--- config.mk ---
export PLATFORM = sky130hd
export DESIGN_NAME = sum_ch_acc
export DESIGN_NICKNAME = d
export VERILOG_FILES = /design/src/rtl/sum_ch_acc.sv
export SDC_FILE = /design/constraint.sdc
export NUM_CORES = 1
export LEC_CHECK = 0
export ABC_AREA = 0
export CORE_MARGIN = 2
export CORE_UTILIZATION = 30
export CTS_BUF_LIST = sky130_fd_sc_hd__clkbuf_4 sky130_fd_sc_hd__clkbuf_8
export DETAILED_ROUTE_END_ITERATION = 16
export PLACE_DENSITY_LB_ADDON = 0.15
export SLEW_MARGIN = 20
export SYNTH_ARGS = -nofsm -noshare
export SYNTH_HDL_FRONTEND = slang
export SYNTH_SLANG_ARGS = --single-unit
--- constraint.sdc ---
create_clock -name clk -period 4.1 [get_ports clk]
set_clock_uncertainty 0.1 [all_clocks]
set_input_delay 0.82 -clock clk [delete_from_list [all_inputs] [get_ports clk]]
set_output_delay 0.82 -clock clk [all_outputs]
set_load 0.01 [all_outputs]
--- src/rtl/sum_ch_acc.sv ---
// Channel combiner: sums NUM_CH time-multiplexed scaled I/Q samples per frame
// and emits one saturated I/Q sum per completed frame.
module sum_ch_acc #(
  parameter int NUM_CH = 4,
  parameter int DW     = 16
) (
  input  logic          clk,
  input  logic          rst,
  input  logic [DW-1:0] din_i,
  input  logic [DW-1:0] din_q,
  input  logic          din_valid,
  input  logic          din_first,
  output logic [DW-1:0] sum_i,
  output logic [DW-1:0] sum_q,
  output logic          sum_valid,
  output logic          sat_flag,
  output logic          frame_err
);

  // state  | meaning
  // S_IDLE | no frame open; waiting for a channel-0 sample
  // S_ACC  | frame open; ch_cnt channels already accumulated

  localparam int CW    = (NUM_CH > 1) ? $clog2(NUM_CH) : 1;
  localparam int ACC_W = DW + $clog2(NUM_CH);

  localparam logic signed [ACC_W-1:0] SMAX = {{(ACC_W-DW+1){1'b0}}, {(DW-1){1'b1}}};
  localparam logic signed [ACC_W-1:0] SMIN = {{(ACC_W-DW+1){1'b1}}, {(DW-1){1'b0}}};
  localparam logic [CW-1:0]           LAST = CW'(NUM_CH - 1);

  typedef enum logic {S_IDLE, S_ACC} state_t;

  state_t                  state_q, state_d;
  logic signed [ACC_W-1:0] acc_i_q, acc_i_d, acc_q_q, acc_q_d;
  logic [CW-1:0]           ch_cnt_q, ch_cnt_d;
  logic [DW-1:0]           sum_i_q, sum_i_d, sum_q_q, sum_q_d;
  logic                    sum_valid_q, sum_valid_d;
  logic                    sat_flag_q, sat_flag_d;
  logic                    frame_err_q, frame_err_d;

  logic signed [ACC_W-1:0] ext_i, ext_q, tot_i, tot_q;
  logic                    clip_i, clip_q;
  logic [DW-1:0]           sat_i, sat_q;

  // Frame total including the current beat, clipped to DW only at the output.
  always_comb begin
    ext_i  = {{(ACC_W-DW){din_i[DW-1]}}, din_i};
    ext_q  = {{(ACC_W-DW){din_q[DW-1]}}, din_q};
    tot_i  = acc_i_q + ext_i;
    tot_q  = acc_q_q + ext_q;
    clip_i = (tot_i > SMAX) || (tot_i < SMIN);
    clip_q = (tot_q > SMAX) || (tot_q < SMIN);
    sat_i  = (tot_i > SMAX) ? SMAX[DW-1:0] : (tot_i < SMIN) ? SMIN[DW-1:0] : tot_i[DW-1:0];
    sat_q  = (tot_q > SMAX) ? SMAX[DW-1:0] : (tot_q < SMIN) ? SMIN[DW-1:0] : tot_q[DW-1:0];
  end

  always_comb begin
    state_d     = state_q;
    acc_i_d     = acc_i_q;
    acc_q_d     = acc_q_q;
    ch_cnt_d    = ch_cnt_q;
    sum_i_d     = sum_i_q;
    sum_q_d     = sum_q_q;
    sum_valid_d = 1'b0;
    sat_flag_d  = 1'b0;
    frame_err_d = 1'b0;
    case (state_q)
      S_IDLE: begin
        if (din_valid && din_first) begin
          acc_i_d  = ext_i;
          acc_q_d  = ext_q;
          ch_cnt_d = CW'(1);
          state_d  = S_ACC;
        end
      end
      S_ACC: begin
        if (din_valid) begin
          if (din_first) begin
            frame_err_d = 1'b1;
            acc_i_d     = ext_i;
            acc_q_d     = ext_q;
            ch_cnt_d    = CW'(1);
          end else if (ch_cnt_q == LAST) begin
            sum_i_d     = sat_i;
            sum_q_d     = sat_q;
            sum_valid_d = 1'b1;
            sat_flag_d  = clip_i | clip_q;
            ch_cnt_d    = '0;
            state_d     = S_IDLE;
          end else begin
            acc_i_d  = tot_i;
            acc_q_d  = tot_q;
            ch_cnt_d = ch_cnt_q + CW'(1);
          end
        end
      end
      default: state_d = S_IDLE;
    endcase
  end

  always_ff @(posedge clk) begin
    if (rst) begin
      state_q     <= S_IDLE;
      acc_i_q     <= '0;
      acc_q_q     <= '0;
      ch_cnt_q    <= '0;
      sum_i_q     <= '0;
      sum_q_q     <= '0;
      sum_valid_q <= 1'b0;
      sat_flag_q  <= 1'b0;
      frame_err_q <= 1'b0;
    end else begin
      state_q     <= state_d;
      acc_i_q     <= acc_i_d;
      acc_q_q     <= acc_q_d;
      ch_cnt_q    <= ch_cnt_d;
      sum_i_q     <= sum_i_d;
      sum_q_q     <= sum_q_d;
      sum_valid_q <= sum_valid_d;
      sat_flag_q  <= sat_flag_d;
      frame_err_q <= frame_err_d;
    end
  end

  assign sum_i     = sum_i_q;
  assign sum_q     = sum_q_q;
  assign sum_valid = sum_valid_q;
  assign sat_flag  = sat_flag_q;
  assign frame_err = frame_err_q;

endmodule

==> results by group, run 1 <==
Logic synthesis
  • Synth warn: 0
  • Syn avg cell area: 7.98 um^2
  • Synth Register Bits: 74
  • Top-count cell post-synth: nor2_1
  • Largest area contributor in the netlist: dfxtp_1
  • Synthesized area: 4930 um^2
  • Synth area leaders: dfxtp_1 (30%), ha_1 (8.9%), nor2_1 (7.0%)
  • Prevailing post-synth register cell: dfxtp_1
  • Gate Count Post-Synth: 618
  • Seq/Total Area, Yosys: 30.1%
  • Synth unique cells: 58
  • Area share of the largest cell type after synthesis: 30.1%
  • Ys async rst share: 0%
  • Mapped Nets: 691
  • Top cells by count, synth: nor2_1 (92), nand2_1 (90), dfxtp_1 (74), a21oi_1 (40), ha_1 (35)
  • Post-synth EDFFs: 0

Power and ir drop
  • Total power: 1.91 mW
  • Clk network pwr share: 28.0%
  • Worst vdd ir: 0.000194 V
  • Leak pwr: 2.36 nW
  • P_sw: 672 uW
  • Cell internal pwr: 1.24 mW
  • Comb pwr share: 32.1%
  • Pwr/cell area: 315 nW/um^2
  • Sw Share: 35.1%
  • Sequential power share: 40.0%

Place
  • I/O Buffers: 70
  • GPL Wtd Cong: 0.826
  • Worst slack at placement: 0.0236 ns
  • Final HPWL DP: 10,300 um

Timing
  • Worst slew pin tran: 0.865 ns
  • Final worst setup slack: 0.416 ns
  • Final Cycle Share: 89.8%
  • Slew HR: 42.3%
  • Final setup vio count: 0
  • RSZ-0062 raised after global routing: no
  • Slew Viols, Final: 0
  • Hold Vio Cnt, Final: 0
  • Final Critical Period: 3.68 ns
  • Setup TNS: 0 ns
  • Max Fclk: 271 MHz

GRT
  • Global-route wire length before repair: 23,500 um
  • Largest net degree at the start of global routing: 38
  • Antenna violations before repair: 0
  • Overflow after GRT: 0
  • GRT Util Overall: 16.6%
  • Vias in the first global route: 4,636

Run status
  • Status: finished, final reports clean

Cells and area
  • Fin nets: 758
  • N_diodes: 0
  • # fillers: 1,699
  • Layout cell share with drive strength beyond 1: 8.99%
  • Area Overhead vs Synth: 23.5%

Detailed routing
  • DRC viols: 0
  • Routed len/inst: 15.6 um
  • DRT Wirelength: 14,200 um
  • First-pass detailed-route iteration total: 4
  • Antenna-violating nets left: 0
  • Vias per std cell: 5.10
  • Via Count: 4,623
  • First DRT Iteration DRCs: 302

Clocking
  • Post-cts sizing count: 0
  • CTS Buf Count: 9
  • Hold Buf Count CTS: 0
  • CTS tree: built
  • Clk Latency, worst-skew pair: 0.37 ns
  • Htree depth: 3
  • CTS sink count: 74
  • CTS max path bufs: 2
  • Clk pin slew, worst setup/hold paths: 0.08 ns
  • Clk root buf: clkbuf_8
  • Post-CTS setup buffers: 0

Critical path
  • Max FO, Critical Path: 12
  • WP data required: 4.28 ns
  • Critical path type: input pin to register
  • Critical path data arrival time: 3.86 ns
  • Worst Setup End Kind: register
  • Setup crit start kind: input pin

Die
  • Placement row count: 46
  • # IOs: 71
  • Die Footprint: 17,500 um^2
  • Die H: 132 um
  • Die width: 132 um
  • Core area: 16,000 um^2
  • Initial Utilization: 30.8%

Run
  • Max Cap Viol: 0

Hold path
  • Min-Delay Path Class: register to register
==> final timing paths <==
check                                  end  startpoint  slack (ns)  depth (start not counted)
worst max register to register    sum_q[5]  acc_q_q[0]        1.05                         12
worst max-delay path              sum_q[5]    din_q[0]        0.42                         13
worst min-delay path            acc_i_q[1]  acc_i_q[1]        0.38                          2
worst min register to register  acc_i_q[1]  acc_i_q[1]        0.38                          2
==> power by group through the flow <==
stage / clock, mW / combinational [mW] / sequential, mW
final: 0.536 / 0.614 / 0.765
after detailed placement: 0 / 0.617 / 0.782
after floorplan: 0 / 0.445 / 0.777
after CTS: 0.562 / 0.622 / 0.765
after global placement: 0 / 0.614 / 0.780
after global routing: 0.590 / 0.689 / 0.769
==> cells by family after synthesis <==
kind of cell / after synthesis / share of synthesized area, %
and+or+nand+nor: 238 / 20.7
AOI/OAI and AO/OA: 194 / 30.5
DFF: 74 / 30.1
buffers and inverters: 49 / 4.39
adders and majority gates: 37 / 9.70
xor gates and xnor gates: 24 / 4.26
muxes: 2 / 0.406
==> final cells by class <==
class	instances	area, um^2	share of cell area (%)
clock inverter	5	30.0	0.493
inverter	13	48.8	0.802
clock buffer	11	145	2.38
tap	216	270	4.44
timing repair buffer	92	873	14.3
multi-input combinational	495	3240	53.2
sequential	74	1480	24.3
==> routing by layer <==
layer / track usage [%] / vias to the layer above / routed length, um
met5: 0 / - / 0
met4: 3.88 / 0 / 165
met3: 4.23 / 12 / 709
met2: 29.3 / 95 / 6990
met1: 20.3 / 2152 / 6300
li1: - / 2364 / -
==> registers in the layout (all words and copies together) (netlist names) <==
| register | flops |
|---|---|
| sum_valid | 1 |
| state_q | 1 |
| sum_q | 16 |
| acc_i_q | 18 |
| sum_i | 16 |
| frame_err | 1 |
| sat_flag | 1 |
| ch_cnt_q | 2 |
| acc_q_q | 18 |
==> critical path, cell delays in order <==
cell,delay (ns)
clkdlybuf4s50_1,0.51
ha_1,0.21
inv_1,0.06
fa_1,0.39
nand2b_1,0.18
a21oi_1,0.21
o21ai_0,0.17
o211ai_1,0.23
xnor2_1,0.18
o32ai_4,0.38
buf_12,0.18
nand2_1,0.06
a211oi_1,0.27
==> metrics by stage <==
stage / area (um^2) / hold WS (ns) / utilization, % / cells
after detailed placement: 5910 / 0.368 / 36.9 / 890
final: 6090 / 0.376 / 38.0 / 906
after floorplan: 4930 / 0.344 / - / 618
after global routing: 6090 / 0.401 / 38.0 / 906
after CTS: 6090 / 0.378 / 38.0 / 906
after global placement: 5910 / 0.354 / 36.9 / 890
==> cells in the final DEF, fill, tap and decap left out, drive strengths merged, types with 3 or more instances in the layout <==
master	Yosys	final
clkbuf	27	11
ha	35	35
nor2b	8	8
nand2	90	90
a211o	3	3
o31ai	5	5
nand3	8	8
o21ai	25	25
a311oi	23	23
xnor2	14	14
nand4	3	3
and3	5	5
clkinv	0	3
xor2	10	10
buf	9	23
a21boi	3	3
nor3	8	8
nor2	93	93
nand2b	11	11
dfxtp	74	74
a21o	16	16
clkdlybuf4s50	0	69
a2111oi	3	3
o211ai	9	9
a21oi	41	41
nor3b	3	3
o21a	9	9
inv	13	13
a211oi	40	40
a31o	3	3
Power figures use the tool's default switching activity.
==> inputs of run 2 (changes only) <==
--- a/config.mk
+++ b/config.mk
@@ -7,7 +7,7 @@
 export LEC_CHECK = 0
 export ABC_AREA = 0
 export CORE_MARGIN = 2
-export CORE_UTILIZATION = 30
+export CORE_UTILIZATION = 25
 export CTS_BUF_LIST = sky130_fd_sc_hd__clkbuf_4 sky130_fd_sc_hd__clkbuf_8
 export DETAILED_ROUTE_END_ITERATION = 16
 export PLACE_DENSITY_LB_ADDON = 0.15
==> results by group, run 2 (synthesis gave the netlist of run 1 again) <==
Hold path
  • Min-Delay Path Class: register to register
  • Hold Path Cell Cnt: 2
  • Min-Delay Endpoint: acc_i_q[17]
  • Hold path startpoint: acc_i_q[17]

Critical path
  • Max FO, Critical Path: 14
  • WP data required: 4.23 ns
  • Critical path type: input pin to register
  • Worst reg2reg endpoint: sum_q[3]
  • Critical path data arrival time: 3.86 ns
  • R2R depth: 12
  • Critical R2R Launch: acc_q_q[0]
  • R2R setup slack: 0.98 ns
  • Worst Setup End Kind: register
  • Setup crit start kind: input pin

Clocking
  • Post-CTS setup buffers: 0
  • CTS tree: built
  • Clk root buf: clkbuf_8
  • CTS sink count: 74
  • Hold Buf Count CTS: 0
  • Clk pin slew, worst setup/hold paths: 0.08 ns
  • CTS Buf Count: 9
  • Post-cts sizing count: 0
  • CTS max path bufs: 2
  • Htree depth: 3
  • Clk Latency, worst-skew pair: 0.37 ns

GRT
  • GRT Util Overall: 14.5%
  • Largest net degree at the start of global routing: 36
  • Antenna violations before repair: 0
  • Vias in the first global route: 4,563
  • Overflow after GRT: 0
  • Global-route wire length before repair: 23,700 um

Timing
  • Final Critical Period: 3.73 ns
  • Slew Viols, Final: 0
  • Final Cycle Share: 90.9%
  • Max Fclk: 268 MHz
  • Final setup vio count: 0
  • Worst slew pin tran: 0.710 ns
  • RSZ-0062 raised after global routing: no
  • Slew HR: 52.6%
  • Hold Vio Cnt, Final: 0

Run
  • Max Cap Viol: 0

Die
  • Die H: 144 um
  • Core area: 19,400 um^2
  • # IOs: 71
  • Die width: 144 um
  • Placement row count: 51
  • Initial Utilization: 25.4%
  • Die Footprint: 20,900 um^2

Cells and area
  • Largest registers: acc_i_q x18, acc_q_q x18
  • Area Overhead vs Synth: 26.6%
  • Design Area, Final: 6240 um^2
  • Layout cell share with drive strength beyond 1: 8.99%
  • # fillers: 2,119
  • Fin nets: 758
  • Commonest non-fill, non-tap cell in the layout: nor2_1
  • N_diodes: 0
  • Most frequent cells in the layout: nor2_1 (91), nand2_1 (90), dfxtp_1 (74)

Detailed routing
  • DRT Wirelength: 14,500 um
  • Routed len/inst: 15.2 um
  • First-pass detailed-route iteration total: 5
  • Vias per std cell: 4.82
  • DRC viols: 0
  • Antenna-violating nets left: 0
  • First DRT Iteration DRCs: 163
  • Via Count: 4,601

Power and ir drop
  • Pwr/cell area: 340 nW/um^2
  • Total power: 2.13 mW
  • Worst vdd ir: 0.000137 V
  • Leak pwr: 2.40 nW

Place
  • I/O Buffers: 70
  • Final HPWL DP: 10,800 um
  • GPL Wtd Cong: 0.854
  • Post-DP Area: 5990 um^2

Run status
  • Status: finished, final reports clean
run 2: changes by cell type in the layout (fill, tap and decap cells not counted), sizes merged:
cell and delta:
clkbuf +1, clkinv -3, bufinv +3, clkinvlp -1
run 2: cell type report:
| class | instances | area, um^2 | area share (%) |
|---|---|---|---|
| tap | 265 | 332 | 5.31 |
| sequential | 74 | 1480 | 23.7 |
| clock inverter | 4 | 97.6 | 1.56 |
| timing repair buffer | 92 | 886 | 14.2 |
| multi-input combinational | 495 | 3240 | 51.9 |
| clock buffer | 12 | 159 | 2.55 |
| inverter | 13 | 48.8 | 0.782 |
run 2: worst max path at each step:
| stage | from | to |
|---|---|---|
| finish | din_q[0] | sum_q[3] |
| global placement | din_q[0] | sum_q[9] |
| detailed placement | din_q[0] | sum_q[8] |
| CTS | din_q[0] | sum_q[3] |
| floorplan | din_q[0] | sum_q[11] |
| global route | din_q[0] | sum_q[12] |
run 2: report_power, final:
part / total (mW) / leakage [nW] / internal (mW) / switching [mW]
Sequential: 0.765 / 0.604 / 0.748 / 0.0176
Combinational: 0.621 / 1.67 / 0.253 / 0.368
Clock: 0.739 / 0.126 / 0.445 / 0.295
run 2: per-stage QoR:
step | TNS (ns) | util, % | hold WS [ns] | cells | worst slack, ns
finish | 0 | 32.2 | 0.369 | 955 | 0.375
floorplan | 0 | - | 0.344 | 618 | 0.788
global placement | 0 | 30.9 | 0.354 | 939 | 0.0451
detailed placement | -0.281 | 30.9 | 0.362 | 939 | -0.0307
global route | 0 | 32.2 | 0.396 | 955 | 0.153
CTS | 0 | 32.2 | 0.374 | 955 | 0.377
run 2: metal layers:
| layer | up-vias | wire (um) | global-route usage (%) |
|---|---|---|---|
| met5 | - | 0 | 0 |
| met4 | 0 | 104 | 2.76 |
| met3 | 9 | 613 | 3.25 |
| met2 | 78 | 7090 | 25.7 |
| met1 | 2149 | 6730 | 18.2 |
| li1 | 2365 | - | - |
run 2: worst max-delay path, cell delays in order:
cell             delay [ns]
clkdlybuf4s50_1        0.48
ha_1                   0.23
inv_1                  0.07
fa_1                   0.40
nand2b_1               0.18
a21oi_1                0.20
o21ai_0                0.17
o211ai_1               0.24
xnor2_1                0.28
o21ai_0                0.22
a21oi_1                0.23
buf_4                  0.25
a211oi_1               0.09
==> inputs of run 3 (changes only) <==
--- a/config.mk
+++ b/config.mk
@@ -6,7 +6,6 @@
 export NUM_CORES = 1
 export LEC_CHECK = 0
 export ABC_AREA = 0
-export CORE_MARGIN = 2
 export CORE_UTILIZATION = 25
 export CTS_BUF_LIST = sky130_fd_sc_hd__clkbuf_4 sky130_fd_sc_hd__clkbuf_8
 export DETAILED_ROUTE_END_ITERATION = 16
@@ -15,3 +14,4 @@
 export SYNTH_ARGS = -nofsm -noshare
 export SYNTH_HDL_FRONTEND = slang
 export SYNTH_SLANG_ARGS = --single-unit
+export TNS_END_PERCENT = 100
==> results by group, run 3 (synthesis gave the netlist of run 1 again) <==
Run status
  • Status: finished, final reports clean

Place
  • I/O Buffers: 70
  • GPL Wtd Cong: 0.841
  • Final HPWL DP: 11,100 um
  • Post-DP Area: 5950 um^2

Timing
  • Worst slew pin tran: 0.890 ns
  • Max Fclk: 277 MHz
  • RSZ-0062 raised after global routing: no
  • Final Critical Period: 3.60 ns
  • Slew HR: 40.7%
  • Final Cycle Share: 87.9%
  • Slew Viols, Final: 0
  • Setup TNS: 0 ns
  • Final setup vio count: 0
  • Hold Vio Cnt, Final: 0

Clocking
  • Hold Buf Count CTS: 0
  • Post-CTS setup buffers: 0
  • Clk Latency, worst-skew pair: 0.38 ns
  • CTS max path bufs: 2
  • CTS sink count: 74
  • CTS tree: built
  • Clk root buf: clkbuf_8
  • Htree depth: 3
  • Post-cts sizing count: 0
  • CTS Buf Count: 9
  • Clk pin slew, worst setup/hold paths: 0.09 ns

Cells and area
  • Fin nets: 753
  • Commonest non-fill, non-tap cell in the layout: nor2_1
  • Largest registers: acc_i_q x18, acc_q_q x18
  • Area taken by flip-flops and latches: 1480 um^2
  • Area of the multi-input gates: 3240 um^2
  • Area Overhead vs Synth: 25.6%
  • Layout cell share with drive strength beyond 1: 8.47%
  • # fillers: 2,074
  • Most frequent cells in the layout: nor2_1 (91), nand2_1 (90), dfxtp_1 (74)
  • Final Core Density: 32.6%
  • Design Area, Final: 6190 um^2
  • N_diodes: 0

GRT
  • GRT Util Overall: 15.8%
  • Overflow after GRT: 0
  • Largest net degree at the start of global routing: 60
  • Vias in the first global route: 4,616
  • Antenna violations before repair: 0
  • Global-route wire length before repair: 24,700 um

Die
  • Core area: 19,000 um^2
  • Die Footprint: 20,300 um^2
  • Initial Utilization: 25.9%
  • Die width: 142 um
  • Placement row count: 50
  • # IOs: 71
  • Die H: 142 um

Power and ir drop
  • Pwr/cell area: 344 nW/um^2
  • Leak pwr: 2.37 nW
  • Total power: 2.13 mW
  • Worst vdd ir: 0.000175 V

Critical path
  • Critical path type: input pin to register
  • Critical path data arrival time: 3.73 ns
  • WP data required: 4.23 ns
  • R2R setup slack: 1.09 ns
  • Worst Setup End Kind: register
  • Slowest-stage cell, CP: clkdlybuf4s50_1
  • Setup crit start kind: input pin
  • CP top delay family: compound AO/OA/AOI/OAI gates
  • Cells along the critical path: clkdlybuf4s50_1 -> ha_1 -> inv_1 -> fa_1 -> nand2b_1 -> a21oi_1 -> o21ai_0 -> o211ai_1 -> xnor2_1 -> o21ai_0 -> a21oi_1 -> buf_4 -> a211oi_1
  • CP peak stage delay: 0.48 ns
  • Max FO, Critical Path: 14
  • Worst Path Buf+Inv: 3

Detailed routing
  • First DRT Iteration DRCs: 238
  • Routed len/inst: 16.1 um
  • Via Count: 4,679
  • First-pass detailed-route iteration total: 4
  • Vias per std cell: 4.95
  • DRT Wirelength: 15,200 um
  • Antenna-violating nets left: 0
  • DRC viols: 0

Hold path
  • Min-Delay Path Class: register to register

Run
  • Max Cap Viol: 0
## run 3: cell types whose count changed in the layout (fill, tap and decap cells not counted)
cell	change
buf_4	-5
clkbuf_8	-2
clkinv_4	+2
o21ai_1	-1
o21ai_2	+1
## run 3: stage by stage
stage               worst slack, ns  hold slack (ns)  std cells
floorplan                     0.788            0.344        618
global placement              0.141            0.355        929
detailed placement           0.0686            0.359        929
CTS                           0.482            0.372        945
global route                  0.239            0.404        945
finish                        0.496            0.372        945
## run 3: report_power, final
part / leakage (nW) / internal (mW) / total (mW) / switching [mW]
clock network: 0.120 / 0.414 / 0.735 / 0.322
registers: 0.604 / 0.748 / 0.765 / 0.0169
logic: 1.65 / 0.254 / 0.628 / 0.374
total: 2.37 / 1.41 / 2.13 / 0.713
## run 3: final cells by class
cell class	instances	area share, %
clock buffer	10	2.12
clock inverter	6	1.86
inverter	13	0.788
multi-input combinational	495	52.4
sequential	74	23.9
tap	260	5.25
timing repair buffer	87	13.7
## run 3: path summary, 6_finish.rpt
check | start | to | cells past startpoint
worst min-delay path | acc_i_q[17] | acc_i_q[17] | 2
worst max-delay path | din_q[0] | sum_q[13] | 13
worst min register to register | acc_i_q[17] | acc_i_q[17] | 2
worst max register to register | acc_q_q[0] | sum_q[13] | 12
## run 3: routing by layer
layer / track usage, % / vias up / wire length (um)
met3: 3.33 / 16 / 423
met4: 4.81 / 0 / 308
met2: 27.5 / 84 / 7380
li1: - / 2363 / -
met1: 19.3 / 2216 / 7100
met5: 0 / - / 0
## run 3: tightest hold or removal path, cell delays in order (launching register included)
cell	delay, ns
dfxtp_1	0.33
nand2_1	0.06
a21oi_1	0.05
